**src/rtl/imem_fetch_ctrl.sv**
```systemverilog
// imem_fetch_ctrl: instruction-memory sequencer for the RV32I core.
// Boot-loads program words into a word-addressed memory, then fetches
// sequentially from RESET_PC and hands instruction/PC pairs to decode
// over valid/ready. Handles redirects, halts on EBREAK and faults on
// misaligned or out-of-range PCs.
// Optional feature macro: BOOT_LOAD_EN (when undefined the LOAD phase is
// removed and reset enters RUN with memory preloaded externally).
module imem_fetch_ctrl #(
  parameter int unsigned DEPTH    = 64,
  parameter logic [31:0] RESET_PC = 32'h0000_0000
) (
  input  logic        clk,
  input  logic        rst,
  input  logic        ld_valid,
  output logic        ld_ready,
  input  logic [31:0] ld_data,
  input  logic        ld_last,
  output logic        mem_we,
  output logic [31:0] mem_wadd,
  output logic [31:0] mem_wdata,
  output logic [31:0] im_add,
  input  logic [31:0] instruction,
  input  logic        redirect_valid,
  input  logic [31:0] redirect_pc,
  output logic        instr_valid,
  input  logic        instr_ready,
  output logic [31:0] instr_out,
  output logic [31:0] pc_out,
  output logic        halted,
  output logic        fault
);

  localparam int unsigned AW = (DEPTH > 1) ? $clog2(DEPTH) : 1;

  localparam logic [1:0] ST_LOAD = 2'd0;
  localparam logic [1:0] ST_RUN  = 2'd1;
  localparam logic [1:0] ST_HALT = 2'd2;

`ifdef BOOT_LOAD_EN
  localparam logic [1:0] ST_RESET = ST_LOAD;
`else
  localparam logic [1:0] ST_RESET = ST_RUN;
`endif

  localparam logic [31:0] EBREAK = 32'h0010_0073;

  logic [1:0]  state_q, state_d;
  logic [31:0] pc_q, pc_d;
  logic        instr_valid_q, instr_valid_d;
  logic [31:0] instr_out_q, instr_out_d;
  logic [31:0] pc_out_q, pc_out_d;
  logic        fault_q, fault_d;
  logic        load_en;

`ifdef BOOT_LOAD_EN
  logic [AW-1:0] ld_cnt_q, ld_cnt_d;
`else
  logic unused_ld;
  assign unused_ld = ^{ld_valid, ld_data, ld_last};
`endif

  assign instr_valid = instr_valid_q;
  assign instr_out   = instr_out_q;
  assign pc_out      = pc_out_q;
  assign fault       = fault_q;
  assign halted      = (state_q == ST_HALT);
  assign load_en     = !instr_valid_q || instr_ready;

  // Next-state and output decode for load, fetch and halt phases.
  always_comb begin
    state_d       = state_q;
    pc_d          = pc_q;
    instr_valid_d = instr_valid_q;
    instr_out_d   = instr_out_q;
    pc_out_d      = pc_out_q;
    fault_d       = fault_q;
`ifdef BOOT_LOAD_EN
    ld_cnt_d      = ld_cnt_q;
`endif
    ld_ready      = 1'b0;
    mem_we        = 1'b0;
    mem_wadd      = '0;
    mem_wdata     = '0;
    im_add        = pc_q;

    case (state_q)
`ifdef BOOT_LOAD_EN
      ST_LOAD: begin
        ld_ready  = 1'b1;
        mem_we    = ld_valid;
        mem_wadd  = 32'(ld_cnt_q) << 2;
        mem_wdata = ld_data;
        im_add    = '0;
        if (ld_valid) begin
          ld_cnt_d = ld_cnt_q + 1'b1;
          if (ld_last || (ld_cnt_q == AW'(DEPTH - 1))) begin
            state_d = ST_RUN;
          end
        end
      end
`endif
      ST_RUN: begin
        if (redirect_valid) begin
          instr_valid_d = 1'b0;
          pc_d          = redirect_pc;
          if (redirect_pc[1:0] != 2'b00) begin
            fault_d = 1'b1;
            state_d = ST_HALT;
          end
        end else if (load_en) begin
          if (pc_q[31:2] >= 30'(DEPTH)) begin
            fault_d       = 1'b1;
            state_d       = ST_HALT;
            instr_valid_d = 1'b0;
          end else begin
            instr_out_d   = instruction;
            pc_out_d      = pc_q;
            instr_valid_d = 1'b1;
            if (instruction == EBREAK) begin
              state_d = ST_HALT;
            end else begin
              pc_d = pc_q + 32'd4;
            end
          end
        end
      end
      ST_HALT: begin
        if (instr_valid_q && instr_ready) begin
          instr_valid_d = 1'b0;
        end
      end
      default: begin
        state_d = ST_RESET;
      end
    endcase
  end

  // Register update with synchronous reset.
  always_ff @(posedge clk) begin
    if (rst) begin
      state_q       <= ST_RESET;
      pc_q          <= RESET_PC;
      instr_valid_q <= 1'b0;
      instr_out_q   <= '0;
      pc_out_q      <= '0;
      fault_q       <= 1'b0;
`ifdef BOOT_LOAD_EN
      ld_cnt_q      <= '0;
`endif
    end else begin
      state_q       <= state_d;
      pc_q          <= pc_d;
      instr_valid_q <= instr_valid_d;
      instr_out_q   <= instr_out_d;
      pc_out_q      <= pc_out_d;
      fault_q       <= fault_d;
`ifdef BOOT_LOAD_EN
      ld_cnt_q      <= ld_cnt_d;
`endif
    end
  end

endmodule
```
**config.mk**
```make
export PLATFORM = sky130hd
export DESIGN_NAME = imem_fetch_ctrl
export DESIGN_NICKNAME = d
export VERILOG_FILES = /design/src/rtl/imem_fetch_ctrl.sv
export SDC_FILE = /design/constraint.sdc
export NUM_CORES = 1
export LEC_CHECK = 0
export BUFFER_PORTS_ARGS = -buffer_cell sky130_fd_sc_hd__buf_4
export CAP_MARGIN = 20
export CORE_MARGIN = 5
export CORE_UTILIZATION = 40
export DETAILED_ROUTE_END_ITERATION = 12
export PLACE_DENSITY = 0.81
export SYNTH_ARGS = -nofsm -noshare
export SYNTH_HDL_FRONTEND = slang
export SYNTH_SLANG_ARGS = --single-unit
```
**constraint.sdc**
```tcl
create_clock -name clk -period 5.6 [get_ports clk]
set_clock_uncertainty 0.1 [all_clocks]
set_input_delay 0 -clock clk [delete_from_list [all_inputs] [get_ports clk]]
set_output_delay 0 -clock clk [all_outputs]
set_load 0.005 [all_outputs]
```
### Yosys cells after proc, flatten, opt, wreduce, memory -nomap -nowiden

Index checks and enable logic that the tools add are counted.

* $add $sub $neg: 1
* magnitude comparators: 1
* equal/unequal tests: 10
* mux-type cells: 19
* bitwise gates (word level): 3
* reductions and logical operators: 12

Operators by type and width (number)
* 32-bit 2-to-1 mux: 4
* 32-bit by 3-bit adder with 32-bit output (second input constant): 1
* 32-bit by 21-bit == test with 1-bit output (second input constant): 1
* 30-bit by 7-bit >= comparator with 1-bit output (second input constant): 1
* 4-bit AND reduction: 4
* 2-bit 2-to-1 mux: 5
* 1-bit 2-to-1 mux: 8
* 2-bit nonzero test: 4
* 3-bit inequality test (second input constant): 2
* 2-bit by 1-bit inequality test with 1-bit output (second input constant): 2
* 2-bit inequality test (second input constant): 2
* 4-bit inequality test (second input constant): 1
* 2-bit one-hot mux with 2 select lines: 1
* 1-bit inverter: 3
* 3-bit AND reduction: 1
* 2-bit by 1-bit == test with 1-bit output (second input constant): 1
* 2-bit == test (second input constant): 1
* 1-bit one-hot mux with 2 select lines: 1
* 1-bit logical AND: 1
* 1-bit logical NOT: 1
* 1-bit logical OR: 1

* register bits: 100
* bits of input ports: 102
* output and inout bits: 165

### Depth between registers and ports, before layout

* depth in word-level cells: 6
* depth in mapped cells: 7

### Worst setup path after synthesis

No wires, ideal clock.

* path kind: register -> register
* from: reg pc_q[12], in the netlist im_add[12]
* to: reg instr_out_q[3], in the netlist instr_out[3]
* arrival: 1.713 ns
* required time: 5.372 ns
* setup slack: 3.660 ns
* cell stages (with the launch flop): 8
* path buffers: 2
* period minus slack after synthesis: 1.940 ns
* cells stage by stage: dfxtp_1 > or4_4 > nor2_4 > and4_1 > buf_6 > buf_12 > mux2i_1 > nor2_1

* longest elaborated chain between the ends: 3

RTL lines
* start, declared: line 48 `logic [31:0] pc_q, pc_d;`
* start signal, assigned: line 152 `pc_q <= pc_d;`
* 30-bit by 7-bit >= comparator with 1-bit output: line 111 `if (pc_q[31:2] >= 30'(DEPTH)) begin`
* 1-bit inverter (no source line)
* 4-bit AND reduction (no source line)
* end signal, assigned: line 154 `instr_out_q <= instr_out_d;`
* end, declared: line 50 `logic [31:0] instr_out_q, instr_out_d;`

Every way passes these cells.
A chain may end at the register's enable or synchronous reset.

### Worst setup path after layout

* from: reg pc_q[31], in the netlist im_add[31]
* to: reg pc_out_q[17], in the netlist pc_out[17]

* longest elaborated chain between the ends: 3

RTL lines
* 30-bit by 7-bit >= comparator with 1-bit output: line 111
* 1-bit inverter (no source line)
* 4-bit AND reduction (no source line)
* end signal, assigned: line 155 `pc_out_q <= pc_out_d;`
* end, declared: line 51 `logic [31:0] pc_out_q, pc_out_d;`

Every way passes these cells.

==> flow_summary_export.csv <==
group,metric,value,unit
synthesis,yosys_warnings,0,
worst_setup_path,worst-setup-path-type,"reg2reg",
cells_and_area,final_core_util,0.5802,
worst_setup_path,cpPeakStageDelay,0.68,ns
cells_and_area,layout_commonest_cell,"buf_4",
worst_setup_path,r2r_setup_slack,2.63,ns
synthesis,yosys.area_share.simple,0.1940,
min_path,min_from,"rst",
die,dieArea,13730,sq um
sta,tightest_slew,0.9508,ns
worst_setup_path,worstReg2RegEnd,"pc_out[17]",
synthesis,synth_compound_area_frac,0.1231,
die,die_w,117.2,microns
global_route,grt_first_pass_wirelength,20780,microns
place,portBuffers,166,
clocking,cts_sinks,100,
cells_and_area,final_cell_mix,"167 x buf_4, 100 x dfxtp_1, 67 x dlygate4sd3_1, 66 x conb_1, 55 x nor2_1",
clocking,clockBufferDepth,2,
outcome,status,"finished clean",
synthesis,synth.area.top_cells,"dfxtp_1 44%, buf_4 11%, mux2i_1 8.9%, nor2_1 4.5%, and2_1 3.7%",
sta,period_needed,2.968,ns
min_path,hp-class,"in2reg",
sta,finalWorstSetupSlack,2.632,ns
worst_setup_path,crit_family,"simple AND/OR/NAND/NOR gates",
global_route,grt_max_degree,63,
clocking,cts_tree,"yes",
synthesis,synth.avg_cell_area,9.095,sq um
synthesis,yosys.area.top_type_share,0.4358,
sta,slew_violations,0,
synthesis,syn_area,4593,sq um
worst_setup_path,arrival,3.10,ns
cells_and_area,area_delta_synth_final,43.01,%
route,drt_first_pass_iters,5,
synthesis,yosys-mux-area-fraction,0.08935,
clocking,cts_hold_buf,67,
sta,rsz0062_at_grt,"no",
pwr,p_leak,2.833,nW
route,ant_nets,0,
synthesis,ys_seq_elements,100,
clocking,cts_buffers,9,
route,drtIter0Drc,183,
worst_setup_path,cp_max_fo,24,
synthesis,ys_async_sr_fraction,0,
clocking,postCtsSetupRepairBufs,0,
worst_setup_path,end_kind,"register",
clocking,cts.repair.resized,0,
cells_and_area,layout.nets,830,
sta,hold_viol,0,
pwr,ir_drop,0.0001829,V
die,core_area,11320,sq um
synthesis,synth-xor-area-share,0,
sta,finalSetupViolCount,0,
synthesis,synth_flop_cell,"dfxtp_1",
die,ios,267,
cells_and_area,antennaDiodeCount,0,
route,routed_via_density,4.952,
route,wirelength,13930,microns
place,gp_congestion,0.9062,
synthesis,yosysTopAreaCell,"dfxtp_1",
clocking,htreeDepth,3,
pwr,powerDensity,300.7,nW/um^2
global_route,grt_usage,0.1919,
die,initial_core_util,0.4057,
worst_setup_path,path_cells,"or4_1 -> nor2_4 -> and4_2 -> buf_4 -> nor2_2 -> and2_1",
min_path,min_path_cells,2,
synthesis,seq_area_frac_synth,0.4358,
die,die_h,117.2,microns
die,rows,39,
place,dp_slack,2.631,ns
worst_setup_path,crit_slowest_cell,"and4_2",
cells_and_area,drive_above_1_share,0.2640,
sta,slew_headroom,0.3612,
synthesis,synth-edff-count,0,
global_route,antenna_found_initial,0,
worst_setup_path,critPathBufInv,1,
pwr,fin_total_pwr,1.975,mW
worst_setup_path,worstReg2RegStart,"im_add[31]",
sta,fin_tns_setup,0,ns
job,drv_cap,0,
synthesis,synthAdderAreaFrac,0.005448,
sta,fin_crit_sh,0.5300,
clocking,cts-root-buf,"clkbuf_16",
worst_setup_path,crit_path_start_kind,"register",
worst_setup_path,crit_required,5.73,ns
route,vias,4328,
route,routedWlPerCell,15.93,microns
place,dp_hpwl,9690,microns
synthesis,synth.distinct_cells,52,
synthesis,synth_top_family_by_area,"simple AND/OR/NAND/NOR gates",
clocking,clock_latency,0.33,ns
global_route,grt_remaining_overflow,0,
clocking,clk_pin_slew,0.07,ns
global_route,grt_pass1_vias,4238,
worst_setup_path,r2r_cells,6,
sta,max_freq,337.0,MHz
min_path,hold-path-endpoint,"instr_out[18]",
route,drcViolationCount,0,
synthesis,syn_inst,505,
area by class of cell:
type | count | area (sq um)
multi-input cells | 372 | 2141
flip-flops and latches | 100 | 2002
fillers | 956 | 4752
well taps | 143 | 178.9
repair buffers | 234 | 1924
clock buffers | 11 | 252.7
inverters | 9 | 33.78
clock inverters | 5 | 36.28
kinds of logic (layout without fill, tap and decap cells):
family / after synthesis / in the layout
flip-flops: 100 / 100
other: 1 / 66
multiplexers: 41 / 41
AO/OA/AOI/OAI: 88 / 88
adder cells (fa/ha/maj): 2 / 2
buffers and inverters: 98 / 259
AND/OR/NAND/NOR: 175 / 175
per-stage QoR:
| step | area, sq um | cells | hold WS, ns |
|---|---|---|---|
| finish | 6569 | 874 | 0.06923 |
| global route | 6569 | 874 | 0.1002 |
| CTS | 6569 | 874 | 0.06134 |
| detailed placement | 5609 | 791 | 0.1619 |
| global placement | 5609 | 791 | 0.1433 |
| floorplan | 4837 | 570 | 0.03597 |
routing by layer:
metal / share of wire / up-vias / track usage / wire length, microns
li1: - / 2072 / - / -
met1: 0.39 / 2016 / 0.2281 / 5465
met2: 0.49 / 216 / 0.3341 / 6831
met3: 0.096 / 24 / 0.04833 / 1341
met4: 0.021 / 0 / 0.07034 / 289
met5: 0 / - / 0 / 0
synth_stat cells (all sizes together) (6+ instances only):
cell type  count
a21oi         24
a22o           9
and2          27
buf           74
clkbuf        15
dfxtp        100
inv            9
mux2i         41
nand2         31
nand3         17
nand4          6
nor2          57
nor4          11
o21ai         31
power breakdown:
| group | leakage, nW | internal, mW | switching [mW] |
|---|---|---|---|
| Clock | 0.134 | 0.326 | 0.263 |
| Combinational | 1.89 | 0.248 | 0.272 |
| Sequential | 0.811 | 0.780 | 0.0868 |
| Total | 2.83 | 1.35 | 0.622 |
worst register-to-register path, stage by stage, from the launching register on:
cell and delay (ns):
dfxtp_1 0.37, or4_1 0.61, nor2_4 0.16, and4_2 0.68
buf_4 0.47, nor2_2 0.23, and2_1 0.25
sequential cells by signal, summed over array words and instances, names as in the netlist:
| name | count |
|---|---|
| im_add | 32 |
| instr_out | 32 |
| pc_out | 32 |
| state_q | 2 |
| fault | 1 |
| instr_valid | 1 |
how the worst max path moves through the flow:
stage | cells after the start | start | to | slack (ns)
after global placement | 6 | im_add[31] | pc_out[20] | 2.68
after detailed placement | 6 | im_add[31] | pc_out[17] | 2.63
after floorplan | 7 | im_add[12] | instr_out[3] | 3.66
after CTS | 6 | im_add[31] | pc_out[17] | 2.61
final | 6 | im_add[31] | pc_out[17] | 2.63
after global routing | 6 | im_add[31] | pc_out[14] | 2.50
Note: power is estimated with default switching activity, not from simulation.
